**src/rtl/ltc2308_ctrl_if.sv**
```systemverilog
// LTC2308 serial pin bundle: the controller drives convst/sck/sdi, the ADC returns sdo.
`timescale 1ns/1ps
interface ltc2308_ctrl_if;
  logic convst;
  logic sck;
  logic sdi;
  logic sdo;

  modport master (output convst, output sck, output sdi, input sdo);
  modport slave  (input convst, input sck, input sdi, output sdo);
endinterface

```
**src/rtl/ltc2308_ctrl.sv**
```systemverilog
// LTC2308 frame sequencer: convst pulse, conversion wait, 12-bit SPI shift, fixed frame period.
// dout_cfg reports the config word that actually selected each result (one-frame ADC pipeline).
`timescale 1ns/1ps
module ltc2308_ctrl #(
  parameter int unsigned CONVST_CYC = 1,
  parameter int unsigned CONV_CYC   = 82,
  parameter int unsigned SCK_HALF   = 1,
  parameter int unsigned CYCLE_CYC  = 120
) (
  input  logic                  clk_i,
  input  logic                  rst_i,
  input  logic                  start_i,
  input  logic                  cont_i,
  input  logic [5:0]            cfg_i,
  output logic                  busy_o,
  output logic                  dout_valid_o,
  output logic [11:0]           dout_o,
  output logic [5:0]            dout_cfg_o,
  ltc2308_ctrl_if.master        adc_io
);

  localparam int unsigned CntW = $clog2(CYCLE_CYC + 1);
  localparam int unsigned HcW  = (SCK_HALF > 1) ? $clog2(SCK_HALF) : 1;

  localparam logic [CntW-1:0] ConvstEnd  = CntW'(CONVST_CYC);
  localparam logic [CntW-1:0] ShiftStart = CntW'(CONVST_CYC + CONV_CYC);
  localparam logic [CntW-1:0] CycleLast  = CntW'(CYCLE_CYC - 1);
  localparam logic [HcW-1:0]  HcLast     = HcW'(SCK_HALF - 1);
  localparam logic [5:0]      PowerUpCfg = 6'b100000;

  typedef enum logic [2:0] {
    StIdle,
    StConvst,
    StConv,
    StShift,
    StGap,
    StHold
  } state_e;

  state_e          state_q;
  logic [CntW-1:0] cnt_q;
  logic [CntW-1:0] cnt_inc;
  logic [HcW-1:0]  hc_q;
  logic [3:0]      nrise_q;
  logic [11:0]     shreg_q;
  logic [5:0]      sdi_sh_q;
  logic [5:0]      cur_cfg_q;
  logic [5:0]      prev_cfg_q;
  logic            hold_q;
  logic            busy_q;
  logic            dv_q;
  logic [11:0]     dout_q;
  logic [5:0]      dout_cfg_q;
  logic            convst_q;
  logic            sck_q;
  logic            sdi_q;

  assign cnt_inc = cnt_q + 1'b1;

  always_ff @(posedge clk_i) begin
    if (rst_i) begin
      state_q    <= StIdle;
      cnt_q      <= '0;
      hc_q       <= '0;
      nrise_q    <= '0;
      shreg_q    <= '0;
      sdi_sh_q   <= '0;
      cur_cfg_q  <= '0;
      prev_cfg_q <= PowerUpCfg;
      hold_q     <= 1'b1;
      busy_q     <= 1'b0;
      dv_q       <= 1'b0;
      dout_q     <= '0;
      dout_cfg_q <= '0;
      convst_q   <= 1'b0;
      sck_q      <= 1'b0;
      sdi_q      <= 1'b0;
    end else begin
      dv_q  <= 1'b0;
      cnt_q <= cnt_inc;
      unique case (state_q)
        StIdle: begin
          // First cycle out of reset: hold off a full period so an aborted frame keeps tCYC.
          if (hold_q) begin
            hold_q  <= 1'b0;
            busy_q  <= 1'b1;
            cnt_q   <= '0;
            state_q <= StHold;
          end else if (start_i || cont_i) begin
            cur_cfg_q <= cfg_i;
            convst_q  <= 1'b1;
            busy_q    <= 1'b1;
            cnt_q     <= '0;
            state_q   <= StConvst;
          end
        end
        StHold: begin
          if (cnt_q == CycleLast) begin
            busy_q  <= 1'b0;
            state_q <= StIdle;
          end
        end
        StConvst: begin
          if (cnt_inc == ConvstEnd) begin
            convst_q <= 1'b0;
            state_q  <= StConv;
          end
        end
        StConv: begin
          if (cnt_inc == ShiftStart) begin
            sdi_q    <= cur_cfg_q[5];
            sdi_sh_q <= cur_cfg_q;
            sck_q    <= 1'b0;
            hc_q     <= '0;
            nrise_q  <= '0;
            state_q  <= StShift;
          end
        end
        StShift: begin
          if (hc_q == HcLast) begin
            hc_q <= '0;
            if (!sck_q) begin
              sck_q   <= 1'b1;
              shreg_q <= {shreg_q[10:0], adc_io.sdo};
              nrise_q <= nrise_q + 4'd1;
            end else begin
              // sdi only moves while sck goes low; bits past the config word are zero.
              sck_q    <= 1'b0;
              sdi_q    <= sdi_sh_q[4];
              sdi_sh_q <= {sdi_sh_q[4:0], 1'b0};
              if (nrise_q == 4'd12) begin
                dout_q     <= shreg_q;
                dout_cfg_q <= prev_cfg_q;
                prev_cfg_q <= cur_cfg_q;
                dv_q       <= 1'b1;
                state_q    <= StGap;
              end
            end
          end else begin
            hc_q <= hc_q + 1'b1;
          end
        end
        StGap: begin
          if (cnt_q == CycleLast) begin
            if (cont_i) begin
              cur_cfg_q <= cfg_i;
              convst_q  <= 1'b1;
              cnt_q     <= '0;
              state_q   <= StConvst;
            end else begin
              busy_q  <= 1'b0;
              state_q <= StIdle;
            end
          end
        end
        default: state_q <= StIdle;
      endcase
    end
  end

  assign busy_o        = busy_q;
  assign dout_valid_o  = dv_q;
  assign dout_o        = dout_q;
  assign dout_cfg_o    = dout_cfg_q;
  assign adc_io.convst = convst_q;
  assign adc_io.sck    = sck_q;
  assign adc_io.sdi    = sdi_q;

endmodule

```
**src/flat_wrapper.sv**
```systemverilog
// flat-port wrapper written by rule: the top's interface ports become plain ports
module ltc2308_ctrl_flat 
#(
  parameter int unsigned CONVST_CYC = 1,
  parameter int unsigned CONV_CYC   = 82,
  parameter int unsigned SCK_HALF   = 1,
  parameter int unsigned CYCLE_CYC  = 120
)
  (clk_i, rst_i, start_i, cont_i, cfg_i, busy_o, dout_valid_o, dout_o, dout_cfg_o, adc_io_convst, adc_io_sck, adc_io_sdi, adc_io_sdo);
  ltc2308_ctrl_if adc_io_i ();
  input  logic clk_i;
  input  logic rst_i;
  input  logic start_i;
  input  logic cont_i;
  input  logic [5:0] cfg_i;
  output logic busy_o;
  output logic dout_valid_o;
  output logic [11:0] dout_o;
  output logic [5:0] dout_cfg_o;
  output wire logic [$bits(adc_io_i.convst)-1:0] adc_io_convst;
  output wire logic [$bits(adc_io_i.sck)-1:0] adc_io_sck;
  output wire logic [$bits(adc_io_i.sdi)-1:0] adc_io_sdi;
  input wire logic [$bits(adc_io_i.sdo)-1:0] adc_io_sdo;
  assign adc_io_convst = adc_io_i.convst;
  assign adc_io_sck = adc_io_i.sck;
  assign adc_io_sdi = adc_io_i.sdi;
  assign adc_io_i.sdo = adc_io_sdo;
  ltc2308_ctrl #(.CONVST_CYC(CONVST_CYC), .CONV_CYC(CONV_CYC), .SCK_HALF(SCK_HALF), .CYCLE_CYC(CYCLE_CYC)) u_core (.clk_i(clk_i), .rst_i(rst_i), .start_i(start_i), .cont_i(cont_i), .cfg_i(cfg_i), .busy_o(busy_o), .dout_valid_o(dout_valid_o), .dout_o(dout_o), .dout_cfg_o(dout_cfg_o), .adc_io(adc_io_i));
endmodule
```
**config.mk**
```make
export PLATFORM = sky130hd
export DESIGN_NAME = ltc2308_ctrl_flat
export DESIGN_NICKNAME = d
export VERILOG_FILES = /design/src/rtl/ltc2308_ctrl_if.sv /design/src/rtl/ltc2308_ctrl.sv /design/src/flat_wrapper.sv
export SDC_FILE = /design/constraint.sdc
export NUM_CORES = 1
export LEC_CHECK = 0
export BUFFER_PORTS_ARGS = -buffer_cell sky130_fd_sc_hd__buf_2
export CAP_MARGIN = 40
export CORE_MARGIN = 10
export CORE_UTILIZATION = 57
export CTS_CLUSTER_SIZE = 10
export DETAILED_ROUTE_END_ITERATION = 10
export PLACE_DENSITY = 0.78
export SYNTH_ARGS = -nofsm -noshare
export SYNTH_HDL_FRONTEND = slang
export SYNTH_SLANG_ARGS = --single-unit
```
**constraint.sdc**
```tcl
create_clock -name clk_i -period 2.8 [get_ports clk_i]
set_clock_uncertainty 0.15 [all_clocks]
set_input_delay 0.7 -clock clk_i [delete_from_list [all_inputs] [get_ports clk_i]]
set_output_delay 0.7 -clock clk_i [all_outputs]
set_load 0.05 [all_outputs]
```
## Yosys cells after proc, flatten, opt, wreduce, memory -nomap -nowiden

Index checks and enable logic that the tools add are counted.

- Bits in read-only memories: 0
- Memories kept: 0
- Output and inout bits: 23
- Word-level logic and storage cells: 112
- Input port bits: 11
- Bits in latches: 0
- Bits in writable memories: 0
- Bits in registers: 68

- Multiply operators: 0
- Muxes and demuxes: 51
- Bitwise logic cells: 3
- Add/sub/neg operators: 3
- Equality and inequality tests: 22
- Shift operators: 0
- Div/mod/pow operators: 0
- Order comparisons: 0
- Reduce and logical (&&, ||, !) cells: 17

Operators with widths:

| operator | number |
|---|---|
| $mux 7 | 4 |
| $mux 3 | 9 |
| $mux 6 | 4 |
| $mux 1 | 18 |
| $pmux 3 s6 | 1 |
| $mux 5 | 3 |
| $eq 7x7->1 const B | 2 |
| $ne 2x1->1 const B | 7 |
| $pmux 7 s2 | 1 |
| $mux 4 | 3 |
| $pmux 6 s2 | 1 |
| $reduce_and 4->1 | 3 |
| $ne 2x2->1 const B | 5 |
| $pmux 5 s2 | 1 |
| $reduce_and 5->1 | 2 |
| $pmux 4 s2 | 1 |
| $reduce_and 8->1 | 1 |
| $add 7x1->7 const B | 1 |
| $eq 7x1->1 const B | 1 |
| $eq 3x2->1 const B | 2 |
| $eq 3x3->1 const B | 2 |
| $pmux 1 s2 | 3 |
| $pmux 1 s3 | 2 |
| $reduce_and 3->1 | 2 |
| 13 further kinds | 17 |

## Logic depth before layout (Yosys ltp)

- Word-level depth: 5
- Gate-level depth with buffers: 9
- Mapped depth without buffers: 8

## Least setup slack after synthesis

OpenSTA, ideal clock, no wires.

- Path kind: reg-to-reg
- Start: register u_core.cnt_q[1]
- End: register u_core.sdi_q (netlist: u_core.adc_io.sdi)
- Data arrival time: 2.066 ns
- Cell stages (with the launch flop): 9
- Library setup time: 0.088 ns
- Period minus slack after synthesis: 2.304 ns
- Required time: 2.562 ns
- Path buffers: 1
- Slack: 0.496 ns
- Cells stage by stage: dfxtp_1 ha_1 a31oi_1 or4b_4 nor4_4 or2_1 buf_6 nor2_1 a311oi_2

- Cells in the longest elaborated chain, start to end: 4

RTL lines:

| item | RTL line | source |
|---|---|---|
| from (decl) | ltc2308_ctrl.sv:41 | `logic [CntW-1:0] cnt_q;` |
| from (signal assigned) | ltc2308_ctrl.sv:80 | `cnt_q <= cnt_inc;` |
| $add 7x1->7 | ltc2308_ctrl.sv:58 | `assign cnt_inc = cnt_q + 1'b1;` |
| $eq 7x7->1 | ltc2308_ctrl.sv:110 | `if (cnt_inc == ShiftStart) begin` |
| $ne 2x1->1 (no source line) | n/a |  |
| $reduce_and 4->1 (no source line) | n/a |  |
| to (signal assigned) | ltc2308_ctrl.sv:111 | `sdi_q <= cur_cfg_q[5];` |
| to (signal assigned) | ltc2308_ctrl.sv:129 | `sdi_q <= sdi_sh_q[4];` |
| to (decl) | ltc2308_ctrl.sv:56 | `logic sdi_q;` |

Every way passes these cells.
A chain may end at the register's enable or synchronous reset.

## Final worst setup path

- Start: register u_core.cnt_q[1]
- End: register u_core.sdi_sh_q[3]

- Cells in the longest elaborated chain, start to end: 4

RTL lines:

| item | RTL line | source |
|---|---|---|
| $add 7x1->7 | ltc2308_ctrl.sv:58 |  |
| $eq 7x7->1 | ltc2308_ctrl.sv:110 |  |
| $ne 2x1->1 (no source line) | n/a |  |
| $reduce_and 4->1 (no source line) | n/a |  |
| to (signal assigned) | ltc2308_ctrl.sv:112 | `sdi_sh_q <= cur_cfg_q;` |
| to (signal assigned) | ltc2308_ctrl.sv:130 | `sdi_sh_q <= {sdi_sh_q[4:0], 1'b0};` |
| to (decl) | ltc2308_ctrl.sv:46 | `logic [5:0] sdi_sh_q;` |

Every way passes these cells.

==> results by group <==
Detailed routing
  • Routed WL: 5850 um
  • Vias: ~2400
  • Vias/cell: 5.30
  • DRC errors left: 0
  • Initial DRC count: 99
  • DR WL/cell: 13.1 um
  • Routed Antenna Nets: 0
  • First drt pass iteration count: 4

Synthesis
  • Post-Syn Area per Cell: between 8 and 9 sq um
  • Post-synthesis mux area share: 0.0246
  • Main combinational cell family by area after synthesis: simple AND/OR/NAND/NOR gates
  • Mapped Area: 2840 sq um
  • Mapped Nets: 358
  • Xor-xnor portion of the synthesized cell area: 0.0123
  • Dominant synthesized flop cell: dfxtp_1
  • Synth async-reset ratio: 0
  • Synth Area in Adders: 0.0220
  • Seq/Total Area, Yosys: 0.472
  • Synth Area in Simple Gates: 0.261
  • EDFF count, synth: 0
  • Synth Area in Compound Gates: 0.168
  • Yosys cell types: 49
  • Synth warn: 0
  • #FFs+latches synth: 67
  • Cells after Synth: 342

STA
  • Achievable frequency: 0.398 GHz
  • Unrepaired setup endpoints after global routing: no
  • Final min period: between 2 and 3 ns
  • Setup_tns: 0 ns
  • Slew Viols, Final: 0
  • Relative slew slack: 0.437
  • Setup-failing EPs final: 0
  • Worst Tran Pin Value: 0.845 ns
  • Hold_ws: 0.303 ns
  • Final Hold Viols: 0
  • Final worst path period share: 0.897

Setup path
  • Critical-path top delay cell: or4b_4
  • CP endpoint kind: flip-flop
  • Worst reg2reg path startpoint: u_core.cnt_q[1]$_SDFF_PP0_
  • CP max stage delay: 0.57 ns
  • R2R Setup Slk: 0.29 ns
  • Crit-path max FO: 10
  • Arrival time worst endpoint: 2.61 ns
  • Startpoint Class: flip-flop
  • Critical Path Source: u_core.cnt_q[1]$_SDFF_PP0_
  • Critical R2R Capture: u_core.sdi_sh_q[3]$_SDFFE_PP0P_
  • FF-to-FF path depth: 7
  • Crit path kind: reg2reg
  • Crit path cell chain: ha_1 > a31oi_1 > or4b_4 > nor4_4 > or2_4 > nor2_1 > a311oi_2
  • Worst EP required: 2.90 ns

Floorplan
  • # rows: 25
  • Die Wd: just over 90 um
  • Die H: 90.6 um
  • Initial core utilization: 0.594
  • I/O pin total: 34
  • CORE AREA: 4790 sq um
  • Die area: between 8000 and 9000 sq um

Cells and area
  • P&R area growth vs syn: 14.6%
  • Final net count: 389
  • Ant diodes: 0
  • Post-route insts no fill: between 400 and 500
  • Most frequent cells in the layout: nand2_1 (92), dfxtp_1 (67), a21oi_1 (44), nor2_1 (34), buf_2 (33)
  • Post-layout instance area: approximately 3300 sq um
  • Layout cells sized above 1: 0.190
  • Most common cell after layout, fill and taps aside: nand2_1
  • Final core occ: 0.681

GRT
  • Global route overflow: 0
  • GRT Overall Usage: 0.143
  • Via count of the first global-routing pass: roughly 2200
  • Antenna violations before repair: 0
  • Largest net degree at the start of global routing: 47
  • First-pass GRT wire length: 9850 um

Clock network
  • Post_cts resized: 0
  • Clock sinks: 67
  • Worst skew pair latency: between 0.3 and 0.4 ns
  • Reg clk slew, reported paths: around 0.070 ns
  • CTS Buffer Depth: 2
  • H-tree depth: 3
  • Hold_buf cts: 0
  • CTS tree: yes
  • Root buf cell: clkbuf_8
  • Post-CTS setup buffers: 0
  • Total CTS buffers: 9

Place
  • Area after DPL: 3060 sq um
  • # placed instances: 429
  • Gpl congestion: 0.786
  • DPL Wire Length: 4030 um
  • Port Buf Inserts: 33

Min path
  • Worst Hold Class: reg2reg
  • Worst hold path depth: 2
  • Min-delay src: u_core.dout_cfg_o[1]$_SDFFE_PP0P_
  • Hold endpoint: u_core.dout_cfg_o[1]$_SDFFE_PP0P_

Power
  • Pwr dens: approximately 760 nW/um^2
  • Leakage: roughly 1.2 nW
  • VDD IR-drop max: 0.447 mV

Status
  • Status: finished clean

Job
  • Max-cap violations: 0
[critical path: cells and delay by family (launching register included)]
family | cells | cell delay, ns
simple gates | 4 | 1.14
flops | 1 | 0.43
fa+ha+maj | 1 | 0.32
compound gates | 2 | 0.38
[state kept, by name (all words and copies together), names as in the netlist]
register / cells
u_core.nrise_q: 4
u_core.adc_io.sdi: 1
u_core.adc_io.sck: 1
u_core.dout_cfg_o: 6
u_core.cur_cfg_q: 6
u_core.state_q: 3
u_core.adc_io.convst: 1
u_core.sdi_sh_q: 5
u_core.cnt_q: 7
u_core.hold_q: 1
u_core.busy_o: 1
u_core.dout_valid_o: 1
u_core.shreg_q: 12
u_core.dout_o: 12
u_core.prev_cfg_q: 6
[power breakdown]
part / switching, W / internal (W) / leakage [nW] / total (W)
registers: 0.0000586 / 0.00102 / 0.542 / 0.00108
clock network: 0.000363 / 0.000435 / 0.0926 / 0.000798
logic: 0.000362 / 0.000232 / 0.541 / 0.000594
[Yosys cell counts (2+ instances only)]
master     n  share of area
nand4_1    3         0.0066
buf_2      2         0.0035
xnor2_1    4          0.012
a41oi_1    2         0.0062
mux2i_1    7          0.025
ha_1       5          0.022
or3_1      2         0.0044
nor3_1     4         0.0070
and4_1     2         0.0062
o21ai_1    2         0.0035
nand2_1   92           0.12
a22oi_1    2         0.0053
inv_1      7         0.0092
dfxtp_1   67           0.47
a31oi_1    3         0.0066
nand2b_1   4         0.0088
nor2_1    34          0.045
a311oi_2   5          0.026
clkbuf_1  16          0.021
a21oi_1   44          0.077
nand3_1    3         0.0053
or2_2      2         0.0044
nand3b_1   3         0.0079
nor3b_2    2         0.0088
[layer usage]
metal  vias to the layer above  share of wire  GRT usage
met1                      1089           0.47      0.174
li1                       1219              -          -
met5                         -              0          0
met2                        41           0.47      0.223
met3                         8          0.049     0.0416
met4                         0          0.012     0.0729
[layout make-up]
type                    count  area [sq um]
clock buffers              12           145
clock inverters             4          50.0
flip-flops and latches     67          1340
repair buffers             40           218
fillers                   412          1530
multi-input cells         247          1390
well taps                  67          83.8
inverters                   8          30.0
[stage by stage]
| stage | setup WS [ns] | total power, W |
|---|---|---|
| 6_report | 0.288 | 0.00247 |
| 5_1_grt | 0.122 | 0.00260 |
| 4_1_cts | 0.138 | 0.00249 |
| 3_5_place_dp | 0.160 | 0.00170 |
| 3_3_place_gp | 0.266 | 0.00169 |
| 2_1_floorplan | 0.496 | 0.00156 |
[worst max-delay path by stage]
stage,to,slack [ns]
global placement,u_core.adc_io.sdi$_SDFFE_PP0P_,0.27
floorplan,u_core.adc_io.sdi$_SDFFE_PP0P_,0.50
global route,u_core.sdi_sh_q[2]$_SDFFE_PP0P_,0.12
CTS,u_core.sdi_sh_q[3]$_SDFFE_PP0P_,0.14
finish,u_core.sdi_sh_q[3]$_SDFFE_PP0P_,0.29
detailed placement,u_core.sdi_sh_q[1]$_SDFFE_PP0P_,0.16
[kinds of logic after synthesis]
kind of cell    after synthesis
compound gates               71
xor+xnor                      4
fa+ha+maj                     5
buf+inv                      28
flops                        67
mux                           7
simple gates                160
Power figures use the tool's default switching activity.
